`src/rtl/channel_slot_scheduler_pkg.sv`:
```
// Shared types and helpers for the channel slot scheduler: FSM state encoding,
// one-hot expansion and the round-robin search used by the arbiter.
package sched_pkg;

  localparam int unsigned MaxCh = 16;
  localparam int unsigned IdxW  = 4;

  typedef enum logic [1:0] {
    StIdle,
    StArb,
    StGrant,
    StGap
  } state_e;

  typedef struct packed {
    logic            found;
    logic [IdxW-1:0] idx;
  } rr_t;

  function automatic logic [MaxCh-1:0] onehot(input logic [IdxW-1:0] idx,
                                              input int unsigned nch);
    logic [MaxCh-1:0] v;
    v = '0;
    for (int unsigned i = 0; i < MaxCh; i++) begin
      if (i < nch && idx == i[IdxW-1:0]) v[i] = 1'b1;
    end
    return v;
  endfunction

  // Search starts at last+1 and wraps at nch-1, so the previous winner is checked last.
  function automatic rr_t next_rr(input logic [MaxCh-1:0] req, input logic [IdxW-1:0] last,
                                  input int unsigned nch);
    rr_t         r;
    int unsigned c;
    r = '0;
    for (int unsigned k = 1; k <= MaxCh; k++) begin
      c = 32'(last) + k;
      if (c >= nch) c = c - nch;
      if (k <= nch && !r.found && req[c[IdxW-1:0]]) begin
        r.found = 1'b1;
        r.idx   = c[IdxW-1:0];
      end
    end
    return r;
  endfunction

endpackage

```
`src/rtl/channel_slot_scheduler_if.sv`:
```
// Request/ack/grant bundle between the channel array and the slot scheduler.
interface channel_slot_scheduler_if #(
  parameter int unsigned NCH  = 9,
  parameter int unsigned ERRW = 8
);

  logic                     enable;
  logic [NCH-1:0]           req;
  logic [NCH-1:0]           ack;
  logic [NCH-1:0]           grant;
  logic [$clog2(NCH)-1:0]   grant_idx;
  logic                     special_active;
  logic                     timeout_err;
  logic [ERRW-1:0]          timeout_cnt;

  modport master (
    output enable, req, ack,
    input  grant, grant_idx, special_active, timeout_err, timeout_cnt
  );

  modport slave (
    input  enable, req, ack,
    output grant, grant_idx, special_active, timeout_err, timeout_cnt
  );

endinterface

```
`src/rtl/channel_slot_scheduler_rr_arbiter.sv`:
```
// Combinational round-robin search: first requesting channel after 'last', wrapping.
module rr_arbiter
  import sched_pkg::*;
#(
  parameter int unsigned NCH = 9
) (
  input  logic [NCH-1:0]         req,
  input  logic [$clog2(NCH)-1:0] last,
  output logic [$clog2(NCH)-1:0] idx,
  output logic                   found
);

  logic [MaxCh-1:0] req_ext;
  rr_t              res;

  always_comb begin
    req_ext          = '0;
    req_ext[NCH-1:0] = req;
    res              = next_rr(req_ext, IdxW'(last), NCH);
    idx              = res.idx[$clog2(NCH)-1:0];
    found            = res.found;
  end

endmodule

```
`src/rtl/channel_slot_scheduler.sv`:
```
// Round-robin one-hot slot scheduler with per-channel minimum slot length, ack/timeout
// slot termination and a saturating timeout counter. All outputs are registered.
module channel_slot_scheduler
  import sched_pkg::*;
#(
  parameter int unsigned NCH              = 9,
  parameter int unsigned SPECIAL_IDX      = 8,
  parameter int unsigned SLOT_MIN         = 4,
  parameter int unsigned SPECIAL_SLOT_MIN = 8,
  parameter int unsigned TIMEOUT          = 16,
  parameter int unsigned ERRW             = 8
) (
  input logic                     clk40,
  input logic                     rstn,
  channel_slot_scheduler_if.slave bus
);

  localparam int unsigned IW = $clog2(NCH);
  localparam int unsigned CW = $clog2(TIMEOUT + 1);

  localparam logic [CW-1:0]   MinNormal  = CW'(SLOT_MIN);
  localparam logic [CW-1:0]   MinSpecial = CW'(SPECIAL_SLOT_MIN);
  localparam logic [CW-1:0]   TmoCount   = CW'(TIMEOUT);
  localparam logic [ERRW-1:0] ErrMax     = '1;
  localparam logic [IW-1:0]   SpecIdx    = IW'(SPECIAL_IDX);
  localparam logic [IW-1:0]   LastRst    = IW'(NCH - 1);

  state_e          state_q, state_d;
  logic [IW-1:0]   last_q, last_d;
  logic [IW-1:0]   idx_q, idx_d;
  logic [NCH-1:0]  grant_q, grant_d;
  logic            spec_q, spec_d;
  logic            err_q, err_d;
  logic            done_q, done_d;
  logic [CW-1:0]   cnt_q, cnt_d;
  logic [ERRW-1:0] tcnt_q, tcnt_d;

  logic [IW-1:0]    arb_idx;
  logic             arb_found;
  logic [MaxCh-1:0] arb_oh;
  logic [CW-1:0]    slot_min;
  logic             ack_cur;
  logic             go;

  rr_arbiter #(
    .NCH(NCH)
  ) u_rr_arbiter (
    .req  (bus.req),
    .last (last_q),
    .idx  (arb_idx),
    .found(arb_found)
  );

  always_comb begin
    state_d  = state_q;
    last_d   = last_q;
    idx_d    = idx_q;
    grant_d  = grant_q;
    spec_d   = spec_q;
    err_d    = 1'b0;
    done_d   = done_q;
    cnt_d    = cnt_q;
    tcnt_d   = tcnt_q;
    arb_oh   = onehot(IdxW'(arb_idx), NCH);
    slot_min = (idx_q == SpecIdx) ? MinSpecial : MinNormal;
    ack_cur  = bus.ack[idx_q];
    go       = bus.enable && (|bus.req);

    unique case (state_q)
      StIdle: begin
        if (go) state_d = StArb;
      end
      StArb: begin
        // req may have vanished since it was seen; fall back without granting.
        if (arb_found) begin
          grant_d = arb_oh[NCH-1:0];
          idx_d   = arb_idx;
          spec_d  = (arb_idx == SpecIdx);
          last_d  = arb_idx;
          cnt_d   = CW'(1);
          done_d  = 1'b0;
          state_d = StGrant;
        end else begin
          state_d = StIdle;
        end
      end
      StGrant: begin
        // An ack reaching min wins over a coincident timeout.
        if ((done_q || ack_cur) && cnt_q >= slot_min) begin
          grant_d = '0;
          spec_d  = 1'b0;
          state_d = StGap;
        end else if (cnt_q == TmoCount) begin
          grant_d = '0;
          spec_d  = 1'b0;
          err_d   = 1'b1;
          if (tcnt_q != ErrMax) tcnt_d = tcnt_q + 1'b1;
          state_d = StGap;
        end else begin
          cnt_d  = cnt_q + 1'b1;
          done_d = done_q | ack_cur;
        end
      end
      StGap: begin
        state_d = go ? StArb : StIdle;
      end
      default: state_d = StIdle;
    endcase
  end

  always_ff @(posedge clk40 or negedge rstn) begin
    if (!rstn) begin
      state_q <= StIdle;
      last_q  <= LastRst;
      idx_q   <= '0;
      grant_q <= '0;
      spec_q  <= 1'b0;
      err_q   <= 1'b0;
      done_q  <= 1'b0;
      cnt_q   <= '0;
      tcnt_q  <= '0;
    end else begin
      state_q <= state_d;
      last_q  <= last_d;
      idx_q   <= idx_d;
      grant_q <= grant_d;
      spec_q  <= spec_d;
      err_q   <= err_d;
      done_q  <= done_d;
      cnt_q   <= cnt_d;
      tcnt_q  <= tcnt_d;
    end
  end

  assign bus.grant          = grant_q;
  assign bus.grant_idx      = idx_q;
  assign bus.special_active = spec_q;
  assign bus.timeout_err    = err_q;
  assign bus.timeout_cnt    = tcnt_q;

endmodule

```
`src/flat_wrapper.sv`:
```
// flat-port wrapper written by rule: the top's interface ports become plain ports
module channel_slot_scheduler_flat import sched_pkg::*;
#(
  parameter int unsigned NCH              = 9,
  parameter int unsigned SPECIAL_IDX      = 8,
  parameter int unsigned SLOT_MIN         = 4,
  parameter int unsigned SPECIAL_SLOT_MIN = 8,
  parameter int unsigned TIMEOUT          = 16,
  parameter int unsigned ERRW             = 8
)
  (clk40, rstn, bus_enable, bus_req, bus_ack, bus_grant, bus_grant_idx, bus_special_active, bus_timeout_err, bus_timeout_cnt);
  channel_slot_scheduler_if #(.NCH(NCH), .ERRW(ERRW)) bus_i ();
  input logic clk40;
  input logic rstn;
  input wire logic [$bits(bus_i.enable)-1:0] bus_enable;
  input wire logic [$bits(bus_i.req)-1:0] bus_req;
  input wire logic [$bits(bus_i.ack)-1:0] bus_ack;
  output wire logic [$bits(bus_i.grant)-1:0] bus_grant;
  output wire logic [$bits(bus_i.grant_idx)-1:0] bus_grant_idx;
  output wire logic [$bits(bus_i.special_active)-1:0] bus_special_active;
  output wire logic [$bits(bus_i.timeout_err)-1:0] bus_timeout_err;
  output wire logic [$bits(bus_i.timeout_cnt)-1:0] bus_timeout_cnt;
  assign bus_i.enable = bus_enable;
  assign bus_i.req = bus_req;
  assign bus_i.ack = bus_ack;
  assign bus_grant = bus_i.grant;
  assign bus_grant_idx = bus_i.grant_idx;
  assign bus_special_active = bus_i.special_active;
  assign bus_timeout_err = bus_i.timeout_err;
  assign bus_timeout_cnt = bus_i.timeout_cnt;
  channel_slot_scheduler #(.NCH(NCH), .SPECIAL_IDX(SPECIAL_IDX), .SLOT_MIN(SLOT_MIN), .SPECIAL_SLOT_MIN(SPECIAL_SLOT_MIN), .TIMEOUT(TIMEOUT), .ERRW(ERRW)) u_core (.clk40(clk40), .rstn(rstn), .bus(bus_i));
endmodule
```
`config.mk`:
```
export PLATFORM = sky130hd
export DESIGN_NAME = channel_slot_scheduler_flat
export DESIGN_NICKNAME = d
export VERILOG_FILES = /design/src/rtl/channel_slot_scheduler_pkg.sv /design/src/rtl/channel_slot_scheduler_if.sv /design/src/rtl/channel_slot_scheduler_rr_arbiter.sv /design/src/rtl/channel_slot_scheduler.sv /design/src/flat_wrapper.sv
export SDC_FILE = /design/constraint.sdc
export NUM_CORES = 1
export LEC_CHECK = 0
export CORE_UTILIZATION = 30
export CTS_BUF_LIST = sky130_fd_sc_hd__clkbuf_2 sky130_fd_sc_hd__clkbuf_4 sky130_fd_sc_hd__clkbuf_8
export CTS_CLUSTER_DIAMETER = 50
export DETAILED_ROUTE_END_ITERATION = 16
export GPL_TIMING_DRIVEN = 0
export PLACE_DENSITY = 0.45
export SYNTH_ARGS = -nofsm -noshare
export SYNTH_HDL_FRONTEND = slang
export SYNTH_SLANG_ARGS = --single-unit
export TNS_END_PERCENT = 1
```
`constraint.sdc`:
```
create_clock -name clk40 -period 10.2 [get_ports clk40]
set_clock_uncertainty 0.05 [all_clocks]
set_input_delay 1.53 -clock clk40 [delete_from_list [all_inputs] [get_ports clk40]]
set_output_delay 1.53 -clock clk40 [all_outputs]
set_load 0.005 [all_outputs]
```
==> metrics.yaml <==
status: "finished, final reports clean"
final_antenna_net_count: 0
grt_pass1_wl_um: 34300
place_congestion: 0.930
route.met3.wl_um: 1800
routed.top_layer: "met4"
viasPerCell: 6.21
hold_viol_final: 0
grt_pass1_vias: 5810
via_count: 6102
crit_type: "reg -> reg"
dr.pass1.iters: 5
synth_edf_count: 0
io_buffers: 41
yosysSeqAreaShare: 0.144
htreeDepth: 2
start_util: 0.310
fin_crit_sh: 0.697
final_max_slew_viol_count: 0
ys_ff_latch: 31
detail_route.wl_per_cell_um: 23.0
tns_ns: 0
netlist_area_sq_um: 5400
holdPathStages: 2
met2_wirelength_um: 9990
syn_to_final_growth_pct: 14.3
rsz0062_at_grt: "false"
rows: 48
crit_required_ns: 10.29
grt_antenna_before_repair: 0
cts_hold_buf: 0
crit_path_end_kind: "flop"
die_h_um: 136
start_kind: "flop"
clockRootBuffer: "clkbuf_8"
netlist_instances: 709
synthDistinctLibCells: 93
ys.flop_type: "dfrtp_1"
min_period_ns: 7.11
synthTopCellsByArea: "dfrtp_1 14%, ha_1 6.9%, mux2i_1 5.7%, nand2_1 4.3%, o21ai_0 4.0%"
arrival_ns: 7.20
hold_path_class: "reg -> reg"
setup_viol: 0
die_width_um: 136
coreArea_sq_um: 17400
hpwl_um: 17200
synth_top_area_cell: "dfrtp_1"
first_iter_violations: 644
max_slew_margin: 0.392
synth.top_cell.area_share: 0.139
post_route_cells_drive_above_1_share: 0.0938
diodes: 0
grt_usage: 0.245
final.fill_count: 1899
cts.sink_count: 31
grt_max_degree: 32
die_area_sq_um: 18500
routed_wl_um: 22600
grt_overflow: 0
fmax_mhz: 141
maxCapViolCount: 0
pin_count: 44
drc: 0
clk_path_buf_depth: 2
met1_length_um: 10000
num-nets-final: 808
async_reset_ff_frac: 1.00
numCtsBuffers: 5
cts_tree: "yes"
postCtsSetupRepairBufs: 0
ys_warn_count: 0
ctsResizeCount: 0
synthesis.nets: 760
tightest_slew_ns: 0.906
insertion_delay_ns: 0.28
cp_max_fo: 13
rr_worst_depth: 18
clkTransAtPathRegs_ns: 0.06
syn_area_per_cell_sq_um: 7.62
-- registers in the layout, indices dropped and copies added, names as in the netlist, named ones only --
register and count:
u_core.bus.grant 8, u_core.done_q 1, u_core.bus.special_active 1, u_core.state_q 1, u_core.bus.grant_idx 4, u_core.last_q 1, u_core.cnt_q 5, u_core.bus.timeout_cnt 8
u_core.bus.timeout_err 1
-- area by class of cell --
cell class                      instances  area (sq um)  area share
Multi-Input combinational cell        604          4290       0.694
Timing Repair Buffer                   41           405      0.0656
Buffer                                 50           248      0.0401
Tap cell                              225           282      0.0456
Inverter                               24          90.1      0.0146
Clock buffer                            6          82.6      0.0134
Clock inverter                          1          5.00    0.000810
Sequential cell                        31           777       0.126
-- placed cells by master (no fill, tap or decap), types with 6 or more instances in the layout --
master and count:
mux2_2 11, a21oi_1 39, xnor2_1 20, o31ai_1 12, xor2_1 7, nand2_1 62, o21ai_0 43, nor2b_1 13
nand2b_1 15, and2_1 10, clkdlybuf4s50_1 40, clkbuf_8 6, mux2i_1 31, nor2_1 48, a21o_1 8, o22ai_1 6
nand3_1 32, a31oi_1 13, and3_1 8, buf_2 16, o21a_1 6, nor3_1 19, nor4_1 6, inv_1 20
ha_1 30, clkbuf_1 23, a21boi_0 6, dfrtp_1 30, o211a_1 7, o211ai_1 11, nand4_1 12, a211oi_1 15
-- per-layer routing --
metal | vias to the layer above | GRT usage
met5 | - | 0
met4 | 0 | 0.0858
met3 | 63 | 0.0313
met2 | 309 | 0.383
met1 | 2938 | 0.342
li1 | 2792 | -
-- critical path: stages (launching register included) --
cell	delay [ns]
dfrtp_1	0.57
buf_2	0.30
buf_2	0.24
inv_1	0.28
clkbuf_1	0.52
buf_1	0.65
ha_1	0.37
clkbuf_1	0.45
clkbuf_1	0.54
clkbuf_1	0.59
mux2i_1	0.27
nor2_1	0.15
nand4_1	0.22
nand3_1	0.41
nand2b_1	0.33
mux2_2	0.21
nand2_1	0.06
a211oi_1	0.58
o31ai_1	0.15
-- cell usage after synthesis (all sizes together), types with 7 or more instances --
master and n:
xor2 7, a21o 8, o211a 7, and2 11, ha 30, nand2 62
nand3 32, and3 8, o21ai 47, inv 20, xnor2 21, nor2b 13
a21oi 39, nor3 21, mux2i 32, a31oi 13, o211ai 12, clkbuf 23
a211oi 17, dfrtp 30, mux2 11, nor2 48, nand4 12, nand2b 15
a21boi 9, buf 27, o31ai 12
-- stage by stage --
step	setup slack (ns)	cells	hold WS [ns]	area, sq um	utilization
global route	2.82	982	0.457	6180	0.355
detailed placement	3.32	975	0.421	6090	0.350
CTS	3.29	982	0.437	6180	0.355
global placement	3.18	975	0.424	6090	0.350
floorplan	5.35	709	0.417	5400	-
finish	3.09	982	0.435	6180	0.355
-- cell families (layout without fill, tap and decap cells) --
| group | Yosys count | in the layout | synth area share |
|---|---|---|---|
| AOI/OAI and AO/OA | 242 | 242 | 0.326 |
| muxes | 47 | 47 | 0.101 |
| adders and majority gates | 30 | 30 | 0.0695 |
| and+or+nand+nor | 257 | 257 | 0.250 |
| xor gates and xnor gates | 28 | 28 | 0.0468 |
| buffers and inverters | 74 | 122 | 0.0625 |
| DFF | 31 | 31 | 0.144 |
-- final timing paths --
| kind | from | end | slack (ns) |
|---|---|---|---|
| worst max-delay path | u_core.bus.grant_idx[0] | u_core.bus.grant[5] | 3.09 |
| worst min-delay path | u_core.bus.grant[2] | u_core.bus.grant[2] | 0.43 |
| worst max register to register | u_core.bus.grant_idx[0] | u_core.bus.grant[5] | 3.09 |
| worst min register to register | u_core.bus.grant[2] | u_core.bus.grant[2] | 0.43 |
| max in group asynchronous | rstn | u_core.bus.timeout_cnt[6] | 8.41 |
| min in group asynchronous | rstn | u_core.bus.grant[6] | 1.24 |
Power is left out: the tool's default activity adds up to more than one toggle a clock period on the data nets, which glitch-free logic cannot reach.
